`src/rtl/sinc3_decimator.sv`:
```
// Third-order CIC decimator for a 1-bit sigma-delta stream.
// Emits saturated, settled PCM samples through a 2-entry valid/ready buffer.
module sinc3_decimator #(
  parameter int unsigned OSR       = 32,
  parameter int unsigned OUT_WIDTH = 3*$clog2(OSR)+1,
  parameter int unsigned SETTLE    = 3
) (
  input  logic                        clk,
  input  logic                        rst,
  input  logic                        en,
  input  logic                        in,
  input  logic                        clrOverflow,
  input  logic                        outReady,
  output logic signed [OUT_WIDTH-1:0] outData,
  output logic                        outValid,
  output logic                        overflow
);

  localparam int unsigned IW = 3*$clog2(OSR)+2;
  localparam int unsigned CW = $clog2(OSR);
  localparam logic [CW-1:0] CNT_MAX  = CW'(OSR-1);
  localparam logic [1:0]    SETTLE_N = 2'(SETTLE);
  localparam logic signed [IW-1:0] SAT_HI =
    {{(IW-OUT_WIDTH+1){1'b0}}, {(OUT_WIDTH-1){1'b1}}};
  localparam logic signed [IW-1:0] SAT_LO =
    {{(IW-OUT_WIDTH+1){1'b1}}, {(OUT_WIDTH-1){1'b0}}};

  logic signed [IW-1:0] i1, i2, i3;
  logic signed [IW-1:0] i1_n, i2_n, i3_n, x;
  logic [CW-1:0]        cnt;
  logic                 tick;

  logic signed [IW-1:0] cin, y1, y2, y3, d1, d2, d3;
  logic                 v0, v1, v2, v3;
  logic [1:0]           settle_cnt;
  logic                 settled, push, pop, drop;
  logic signed [OUT_WIDTH-1:0] sat;
  logic signed [OUT_WIDTH-1:0] tail;
  logic                 tail_v;

  // Single-cycle integrator cascade on the updated values
  always_comb begin
    x    = in ? IW'(1) : '1;
    i1_n = i1 + x;
    i2_n = i2 + i1_n;
    i3_n = i3 + i2_n;
    tick = en & (cnt == CNT_MAX);
  end

  always_ff @(posedge clk or posedge rst) begin
    if (rst) begin
      i1  <= '0;
      i2  <= '0;
      i3  <= '0;
      cnt <= '0;
      cin <= '0;
      v0  <= 1'b0;
    end else begin
      v0 <= tick;
      if (en) begin
        i1  <= i1_n;
        i2  <= i2_n;
        i3  <= i3_n;
        cnt <= (cnt == CNT_MAX) ? '0 : cnt + CW'(1);
      end
      if (tick) cin <= i3_n;
    end
  end

  // Comb pipeline runs on the valid bit only, independent of en
  always_ff @(posedge clk or posedge rst) begin
    if (rst) begin
      y1 <= '0; y2 <= '0; y3 <= '0;
      d1 <= '0; d2 <= '0; d3 <= '0;
      v1 <= 1'b0; v2 <= 1'b0; v3 <= 1'b0;
    end else begin
      v1 <= v0;
      v2 <= v1;
      v3 <= v2;
      if (v0) begin
        y1 <= cin - d1;
        d1 <= cin;
      end
      if (v1) begin
        y2 <= y1 - d2;
        d2 <= y1;
      end
      if (v2) begin
        y3 <= y2 - d3;
        d3 <= y2;
      end
    end
  end

  always_comb begin
    sat = OUT_WIDTH'(y3);
    if (y3 > SAT_HI)      sat = OUT_WIDTH'(SAT_HI);
    else if (y3 < SAT_LO) sat = OUT_WIDTH'(SAT_LO);
  end

  assign settled = (settle_cnt == SETTLE_N);
  assign push    = v3 & settled;
  assign pop     = outValid & outReady;
  assign drop    = push & ~pop & tail_v;

  always_ff @(posedge clk or posedge rst) begin
    if (rst) settle_cnt <= '0;
    else if (v3 && !settled) settle_cnt <= settle_cnt + 2'd1;
  end

  // Two-entry buffer: outData/outValid is the head slot, tail holds the second
  always_ff @(posedge clk or posedge rst) begin
    if (rst) begin
      outData  <= '0;
      outValid <= 1'b0;
      tail     <= '0;
      tail_v   <= 1'b0;
      overflow <= 1'b0;
    end else begin
      overflow <= drop | (overflow & ~clrOverflow);
      if (pop) begin
        if (tail_v) begin
          outData <= tail;
          if (push) tail   <= sat;
          else      tail_v <= 1'b0;
        end else if (push) begin
          outData <= sat;
        end else begin
          outValid <= 1'b0;
        end
      end else if (push) begin
        if (!outValid) begin
          outData  <= sat;
          outValid <= 1'b1;
        end else if (!tail_v) begin
          tail   <= sat;
          tail_v <= 1'b1;
        end
      end
    end
  end

endmodule

```
`config.mk`:
```
export PLATFORM = sky130hd
export DESIGN_NAME = sinc3_decimator
export DESIGN_NICKNAME = d
export VERILOG_FILES = /design/src/rtl/sinc3_decimator.sv
export SDC_FILE = /design/constraint.sdc
export NUM_CORES = 1
export LEC_CHECK = 0
export BUFFER_PORTS_ARGS = -buffer_cell sky130_fd_sc_hd__buf_2
export CORE_ASPECT_RATIO = 1.25
export CORE_MARGIN = 5
export CORE_UTILIZATION = 50
export CTS_BUF_LIST = sky130_fd_sc_hd__clkbuf_4 sky130_fd_sc_hd__clkbuf_8 sky130_fd_sc_hd__clkbuf_16
export CTS_CLUSTER_SIZE = 8
export DETAILED_ROUTE_END_ITERATION = 12
export GPL_ROUTABILITY_DRIVEN = 0
export MAX_ROUTING_LAYER = met4
export PLACE_DENSITY = 0.64
export SETUP_SLACK_MARGIN = 0.15
export SLEW_MARGIN = 10
export SYNTH_ARGS = -nofsm -noshare
export SYNTH_HDL_FRONTEND = slang
export SYNTH_SLANG_ARGS = --single-unit
```
`constraint.sdc`:
```
create_clock -name clk -period 8.84 [get_ports clk]
set_clock_uncertainty 0.1 [all_clocks]
set_input_delay 0.442 -clock clk [delete_from_list [all_inputs] [get_ports clk]]
set_output_delay 0.442 -clock clk [all_outputs]
set_load 0.01 [all_outputs]
```
==> impl_metrics.env <==
export IMPL_layout_commonest_cell="dfrtp_1"
export IMPL_period_share=0.638
export IMPL_slew_viol_final=0
export IMPL_fmax_ghz=0.177
export IMPL_die_y_um=188
export IMPL_rsz0062_at_grt="false"
export IMPL_syn_area_per_cell_um2=9.92
export IMPL_synth_seq_cells=216
export IMPL_area_delta_synth_final_pct=9.59
export IMPL_max_slew_margin=0.329
export IMPL_grt_pass1_vias=9110
export IMPL_via_count=9031
export IMPL_critPathKind="in2reg"
export IMPL_worstPathArrival_ns=5.94
export IMPL_cts_made_buffers=30
export IMPL_cts_root_buf="clkbuf_16"
export IMPL_crit_family="compound AO/OA/AOI/OAI gates"
export IMPL_grt_usage=0.182
export IMPL_fillCellCount=2160
export IMPL_crit_slowest_cell="inv_1"
export IMPL_worstMarginPinSlew_ns=1.01
export IMPL_synth_cells=1275
export IMPL_hold_viol_final=0
export IMPL_fp_dieArea_um2=28600
export IMPL_clock_latency_ns=0.54
export IMPL_antenna_found_initial=0
export IMPL_drtPass1Iterations=7
export IMPL_worstPathMaxFanout=16
export IMPL_synth_async_reset_ratio=1.00
export IMPL_cts_tree="built"
export IMPL_ant_nets=0
export IMPL_path_buf_inv=2
export IMPL_io_pins=24
export IMPL_clk_pin_slew_worst_paths_ns=0.05
export IMPL_core_area_um2=25100
export IMPL_die_w_um=152
export IMPL_grt_pass1_wl_um=43300
export IMPL_drv_cap=0
export IMPL_drc_errors=0
export IMPL_drive_above_1_share=0.138
export IMPL_port_buffers=23
export IMPL_fin_crit_ns=5.64
export IMPL_r2r_slack_ns=3.36
export IMPL_yosysWarnings=0
export IMPL_syn_area_um2=12700
export IMPL_synth_edf_count=0
export IMPL_required_ns=9.14
export IMPL_first_iter_violations=539
export IMPL_hp_class="in2async"
export IMPL_diodes=0
export IMPL_dp_hpwl_um=17400
export IMPL_grt_max_degree=145
export IMPL_vias_per_cell=5.52
export IMPL_status="finished clean"
export IMPL_worst_path_largest_cell_delay_ns=0.45
export IMPL_yosysSeqAreaShare=0.427
export IMPL_synth_cell_types=70
export IMPL_h_tree_depth=1
export IMPL_nNetsFinal=1412
export IMPL_cts_sinks=216
export IMPL_tns_ns=0
export IMPL_setup_viol=0
export IMPL_grt_overflow_total=0
export IMPL_rows=65
export IMPL_cts_buffer_depth=3
export IMPL_wl_um=24900
export IMPL_start_util=0.503
export IMPL_cts_setup_buffers=0
export IMPL_ys_flop_type="dfrtp_1"
export IMPL_wl_per_cell_um=15.2
export IMPL_cp_start_kind="primary input"
export IMPL_syn_num_nets=1387
export IMPL_mostFrequentLayoutCells="dfrtp_1 (215), nand2_1 (113), inv_1 (103)"
export IMPL_worstSetupEndpointType="flop"
## path summary, 6_finish.rpt
kind                           from  endpoint  cells after the start
setup / recovery                 in   cin[16]                     26
hold reg to reg              cnt[3]    cnt[3]                      1
max in group asynchronous       rst     y3[2]                      3
setup reg to reg              i1[1]   cin[16]                     24
min in group clk           outReady    tail_v                      2
hold / removal                  rst    d3[14]                      2
## Yosys cell counts, types with 21 or more instances
cell / instances / area (µm²)
a21oi_1: 77 / 385
mux2_2: 102 / 1150
clkbuf_1: 30 / 113
o21ai_0: 90 / 450
nand2_1: 113 / 424
nor2_1: 88 / 330
ha_1: 100 / 1250
o21ai_1: 34 / 170
dfrtp_1: 216 / 5410
xnor2_1: 61 / 534
xor2_1: 21 / 184
inv_1: 104 / 390
## worst register-to-register path: cells and delay by family, from the launching register on
family / cells / cell delay, ns
flops: 1 / 0.39
fa+ha+maj: 3 / 0.93
simple gates: 4 / 0.65
compound gates: 15 / 2.93
xor+xnor: 2 / 0.37
## metal layers
layer  GRT usage  up-vias  share of wire
li1            -     4540              -
met1       0.222     4332           0.44
met2       0.318      122           0.50
met3      0.0247       37          0.032
met4      0.0491        0          0.023
met5           -        -              0
## kinds of logic after synthesis
group | after synthesis | synth area share
adders and majority gates | 106 | 0.108
DFF | 216 | 0.427
buffers and inverters | 143 | 0.0450
xor gates and xnor gates | 83 | 0.0585
AOI/OAI and AO/OA | 341 | 0.170
and+or+nand+nor | 283 | 0.0997
muxes | 103 | 0.0916
## area by class of cell
type	count	area, µm²	area share
Clock inverter	1	16.3	0.00117
Inverter	105	402	0.0290
Clock buffer	31	758	0.0547
Sequential cell	216	5410	0.390
Timing Repair Buffer	31	178	0.0128
Tap cell	335	419	0.0302
Multi-Input combinational cell	916	6690	0.482
## stage by stage
step                area (µm²)  hold slack, ns   util  std cells  worst slack, ns
floorplan                12700           0.252      -       1275             2.39
global placement         13100           0.363  0.520       1602             2.71
detailed placement       13100           0.366  0.520       1602             2.65
CTS                      13900          0.0388  0.552       1635             3.20
global route             13900          0.0674  0.552       1635             2.69
finish                   13900          0.0375  0.552       1635             3.20
## state kept, by name, indices dropped and copies added, names as in the netlist, 2 cells and up
register and cells:
cin 17, d1 17, d2 17, d3 17, i1 17, i2 17, i3 17, y1 17
y2 17, y3 17, outData 16, tail 16, cnt 5, settle_cnt 2
## timing repair
| action | 4_1_cts | 5_1_grt |
|---|---|---|
| hold buffers | 1 | 0 |
| hold endpoints to repair | 1 | 0 |
| gates resized for setup | 0 | 0 |
Power is left out: the tool's default activity adds up to more than one toggle a clock period on the data nets, which glitch-free logic cannot reach.
